===== src/rtl/gry_to_bin_pkg.sv =====
// Shared constants and the reference Gray-to-binary decode for the gray_to_bin block.
// Used by the RTL datapath and by the testbench scoreboard alike.
package gry_to_bin_pkg;

  localparam int GRY_TO_BIN_MAX_WID = 32;

  // Bits at or above w are forced to zero so callers may pass a zero-extended word.
  function automatic logic [GRY_TO_BIN_MAX_WID-1:0] gray2bin(
    input logic [GRY_TO_BIN_MAX_WID-1:0] g,
    input int                            w
  );
    logic [GRY_TO_BIN_MAX_WID-1:0] b;
    logic                          acc;
    b   = '0;
    acc = 1'b0;
    for (int i = GRY_TO_BIN_MAX_WID - 1; i >= 0; i--) begin
      if (i < w) begin
        acc  = acc ^ g[i];
        b[i] = acc;
      end
    end
    return b;
  endfunction

endpackage


===== src/rtl/gry_to_bin_comb.sv =====
// Pure combinational Gray-to-binary ripple chain, width set by wid (1..32).
// No state; the enclosing block registers the result.
module gry_to_bin_comb
  import gry_to_bin_pkg::*;
#(
  parameter int wid = 4
) (
  input  logic [wid-1:0] gry,
  output logic [wid-1:0] bin
);

  logic [GRY_TO_BIN_MAX_WID-1:0] gry_ext;
  logic [GRY_TO_BIN_MAX_WID-1:0] bin_ext;
  logic                          unused_hi;

  assign gry_ext = GRY_TO_BIN_MAX_WID'(gry);
  assign bin_ext = gray2bin(gry_ext, wid);
  assign bin     = bin_ext[wid-1:0];

  // Upper bits of the full-width decode are always zero for narrow instances.
  assign unused_hi = ^bin_ext;

endmodule


===== src/rtl/gray_to_bin.sv =====
// Registered Gray-to-binary converter with a one-cycle valid pipeline.
// Define GRY_TO_BIN_STEP_CHECK_EN to add step_err, flagging multi-bit Gray steps.
module gray_to_bin
  import gry_to_bin_pkg::*;
#(
  parameter int wid = 4
) (
  input  logic           clk,
  input  logic           rst,
  input  logic [wid-1:0] Gry,
  input  logic           in_valid,
  output logic [wid-1:0] Bin,
`ifdef GRY_TO_BIN_STEP_CHECK_EN
  output logic           step_err,
`endif
  output logic           out_valid
);

  logic [wid-1:0] bin_next;

  gry_to_bin_comb #(
    .wid(wid)
  ) u_comb (
    .gry(Gry),
    .bin(bin_next)
  );

  always_ff @(posedge clk or posedge rst) begin
    if (rst) begin
      Bin       <= '0;
      out_valid <= 1'b0;
    end else begin
      out_valid <= in_valid;
      if (in_valid) begin
        Bin <= bin_next;
      end
    end
  end

`ifdef GRY_TO_BIN_STEP_CHECK_EN
  logic [wid-1:0] prev_gry;
  logic [wid-1:0] step_diff;
  logic           have_prev;
  logic           multi_bit;

  // x & (x-1) clears the lowest set bit, so a nonzero result means two or more bits changed.
  assign step_diff = Gry ^ prev_gry;
  assign multi_bit = (step_diff & (step_diff - wid'(1))) != '0;

  always_ff @(posedge clk or posedge rst) begin
    if (rst) begin
      prev_gry  <= '0;
      have_prev <= 1'b0;
      step_err  <= 1'b0;
    end else begin
      step_err <= 1'b0;
      if (in_valid) begin
        step_err  <= have_prev & multi_bit;
        prev_gry  <= Gry;
        have_prev <= 1'b1;
      end
    end
  end
`endif

endmodule


===== config.mk =====
export PLATFORM = sky130hd
export DESIGN_NAME = gray_to_bin
export DESIGN_NICKNAME = d
export VERILOG_FILES = /design/src/rtl/gry_to_bin_pkg.sv /design/src/rtl/gry_to_bin_comb.sv /design/src/rtl/gray_to_bin.sv
export SDC_FILE = /design/constraint.sdc
export NUM_CORES = 1
export LEC_CHECK = 0
export ABC_CLOCK_PERIOD_IN_PS = 800
export CAP_MARGIN = 20
export CORE_AREA = 4 4 41 43
export CTS_BUF_LIST = sky130_fd_sc_hd__clkbuf_4 sky130_fd_sc_hd__clkbuf_8 sky130_fd_sc_hd__clkbuf_16
export DETAILED_ROUTE_END_ITERATION = 6
export DIE_AREA = 0 0 45 47
export PLACE_DENSITY = 0.44
export SKIP_CTS_REPAIR_TIMING = 1
export SLEW_MARGIN = 20
export SYNTH_ARGS = -nofsm -noshare
export SYNTH_HDL_FRONTEND = slang
export SYNTH_HIERARCHICAL = 1
export SYNTH_SLANG_ARGS = --single-unit

===== constraint.sdc =====
create_clock -name clk -period 0.8 [get_ports clk]
set_input_delay 0.08 -clock clk [delete_from_list [all_inputs] [get_ports clk]]
set_output_delay 0.08 -clock clk [all_outputs]
set_load 0.02 [all_outputs]

==> impl_metrics.toml <==
[global_route]
overflow = 0
grt_pass1_wl_um = 869
antenna_found_initial = 0
grt_max_degree = 6
grt_usage = 0.06916
first_global_vias = 203

[finish]
layout-drive-gt1-share = 0.6552
fin_nets = 37
finalInstanceArea_sq_um = 406.6
diodes = 0
area_growth_pct = 81.56
instances_no_fill = 44
layout_common_cells = "5 x dlymetal6s2s_1, 5 x buf_6, 4 x dfrtp_2, 4 x mux2_2, 4 x clkbuf_4"

[critical_path]
cpLargestDelayFamily = "flip-flops"
arrival_ps = 780
path_class = "flop to primary output"
crit_slowest_cell = "dfrtp_2"
required_ps = 720
cpPeakStageDelay_ps = 400
crit_chain = "buf_6"
worst-path-buf-inv = 1
regToRegStartpoint = "Bin[3]"
crit_path_max_fanout = 2
end_kind = "primary output"
cp-start-kind = "flop"
crit_start = "Bin[3]"

[synth]
synth_xor_area_frac = 0.1899
synth-adder-area-share = 0
ys_seq_area_frac = 0.5587
yosys_warnings = 6
ys_ff_latch = 5
synth_nets = 22
syn_area_sq_um = 224.0
avgSynthCellArea_sq_um = 14.93
synth_top_family_by_area = "multiplexers"
ys_types = 7
netlist_instances = 15
synth_compound_area_frac = 0
synthSimpleGateAreaFrac = 0
muxShareOfSynthArea = 0.2011

[sta]
hold_viol = 0
rsz0062_at_grt = "yes"
worst_pin_slew_ps = 252.9
worst_slack_ps = -56.47
min_period_over_period = 1.071
maxSlewViolCount = 0
max_freq_mhz = 1168
setup_viol = 5
holdWs_ps = 33.97
fin_crit_ps = 856.5
fin_skew_ps = 0
relSlewSlack = 0.8311

[placement]
dp_hpwl_um = 383.7
pre_cts_ws_ps = -539.2
placed_area_sq_um = 350.3
dpl.cell_count = 40
port_buffers = 11
place_congestion = 0.5512

[clock_network]
cts_sinks = 5
clock_latency_ps = 240
clockBufferDepth = 2
root_buffer = "clkbuf_4"
cts_tree = "done"
cts.htree.levels = 1
cts_inserted_buffers = 3
clkTransAtPathRegs_ps = 50

[min_path]
holdCritPathClass = "input pin to async pin"

[floorplanning]
die_area_sq_um = 2115
rows = 13
start_util = 0.1721
coreArea_sq_um = 1301
die-height_um = 47
die_w_um = 45
ios = 12

[power_and_ir_drop]
powerDensity_nw_per_um2 = 2207
p_int_mw = 0.6620
clkPwrFrac = 0.367
combPwrFrac = 0.272
ir_worst_vdd_v = 0.0008507
power.leakage_nw = 0.2130
power.share.sequential = 0.361
switchingPower_mw = 0.2355
swShare = 0.2624

[job]
maxCapViolCount = 0

[detailed_routing]
num_vias = 162
post_drt_via_cell_ratio = 3.682
totalWireLength_um = 521
ant_nets = 0
drc = 0
firstDrtPassIters = 2
wl_per_cell_um = 11.84
drtIter0Drc = 1

[outcome]
outcome = "complete, but fails checks"
violations = "negative setup slack"
==> logic make-up (layout without fill, tap and decap cells) <==
kind of cell           count (synthesis)  in the layout
XOR/XNOR                               4              4
buffers and inverters                  2             16
multiplexers                           4              4
flip-flops                             5              5
==> routing by layer <==
layer	vias to the layer above	track usage	part of all wire
li1	75	-	-
met1	77	0.06713	0.42
met2	10	0.09322	0.47
met3	0	0.03831	0.11
met4	0	0.08772	0
met5	-	0	0
==> through the flow <==
| step | power (mW) | setup TNS [ps] | utilization |
|---|---|---|---|
| 2_1_floorplan | 0.4356 | -52.79 | - |
| 3_3_place_gp | 0.5554 | -2770 | 0.2692 |
| 3_5_place_dp | 0.5580 | -2846 | 0.2692 |
| 4_1_cts | 0.9082 | -3171 | 0.2923 |
| 5_1_grt | 0.9672 | -419.7 | 0.3125 |
| 6_report | 0.8975 | -227.5 | 0.3125 |
==> Yosys cell counts <==
| cell | instances | area [sq um] |
|---|---|---|
| xnor2_1 | 2 | 17.52 |
| xor2_1 | 1 | 8.760 |
| mux2_2 | 4 | 45.04 |
| inv_1 | 1 | 3.750 |
| buf_4 | 1 | 7.510 |
| xor2_2 | 1 | 16.27 |
| dfrtp_1 | 5 | 125.1 |
==> final cells by class <==
class / instances / area (sq um)
fillers: 141 / 894.6
flip-flops and latches: 5 / 130.1
repair buffers: 11 / 128.9
clock buffers: 4 / 30.03
well taps: 15 / 18.77
multi-input cells: 8 / 95.09
inverters: 1 / 3.754
==> state kept, by name, summed over array words and instances (netlist names) <==
register and flops:
Bin 4, out_valid 1
==> power by group through the flow <==
stage | sequential, mW | clock (mW) | combinational (mW)
after floorplan | 0.369 | 0 | 0.0668
after global placement | 0.318 | 0 | 0.237
after detailed placement | 0.319 | 0 | 0.239
after CTS | 0.317 | 0.352 | 0.239
after global routing | 0.331 | 0.373 | 0.264
final | 0.324 | 0.329 | 0.244
==> final timing paths <==
kind                       slack, ps  cells after the start   endpoint
setup / recovery                 -60                      1     Bin[3]
hold / removal                    30                      2     Bin[2]
setup reg to reg                  30                      1     Bin[3]
hold reg to reg                  520                      1     Bin[1]
max in group asynchronous        570                      2     Bin[0]
min in group clk                 110                      1  out_valid
Power figures use the tool's default switching activity.
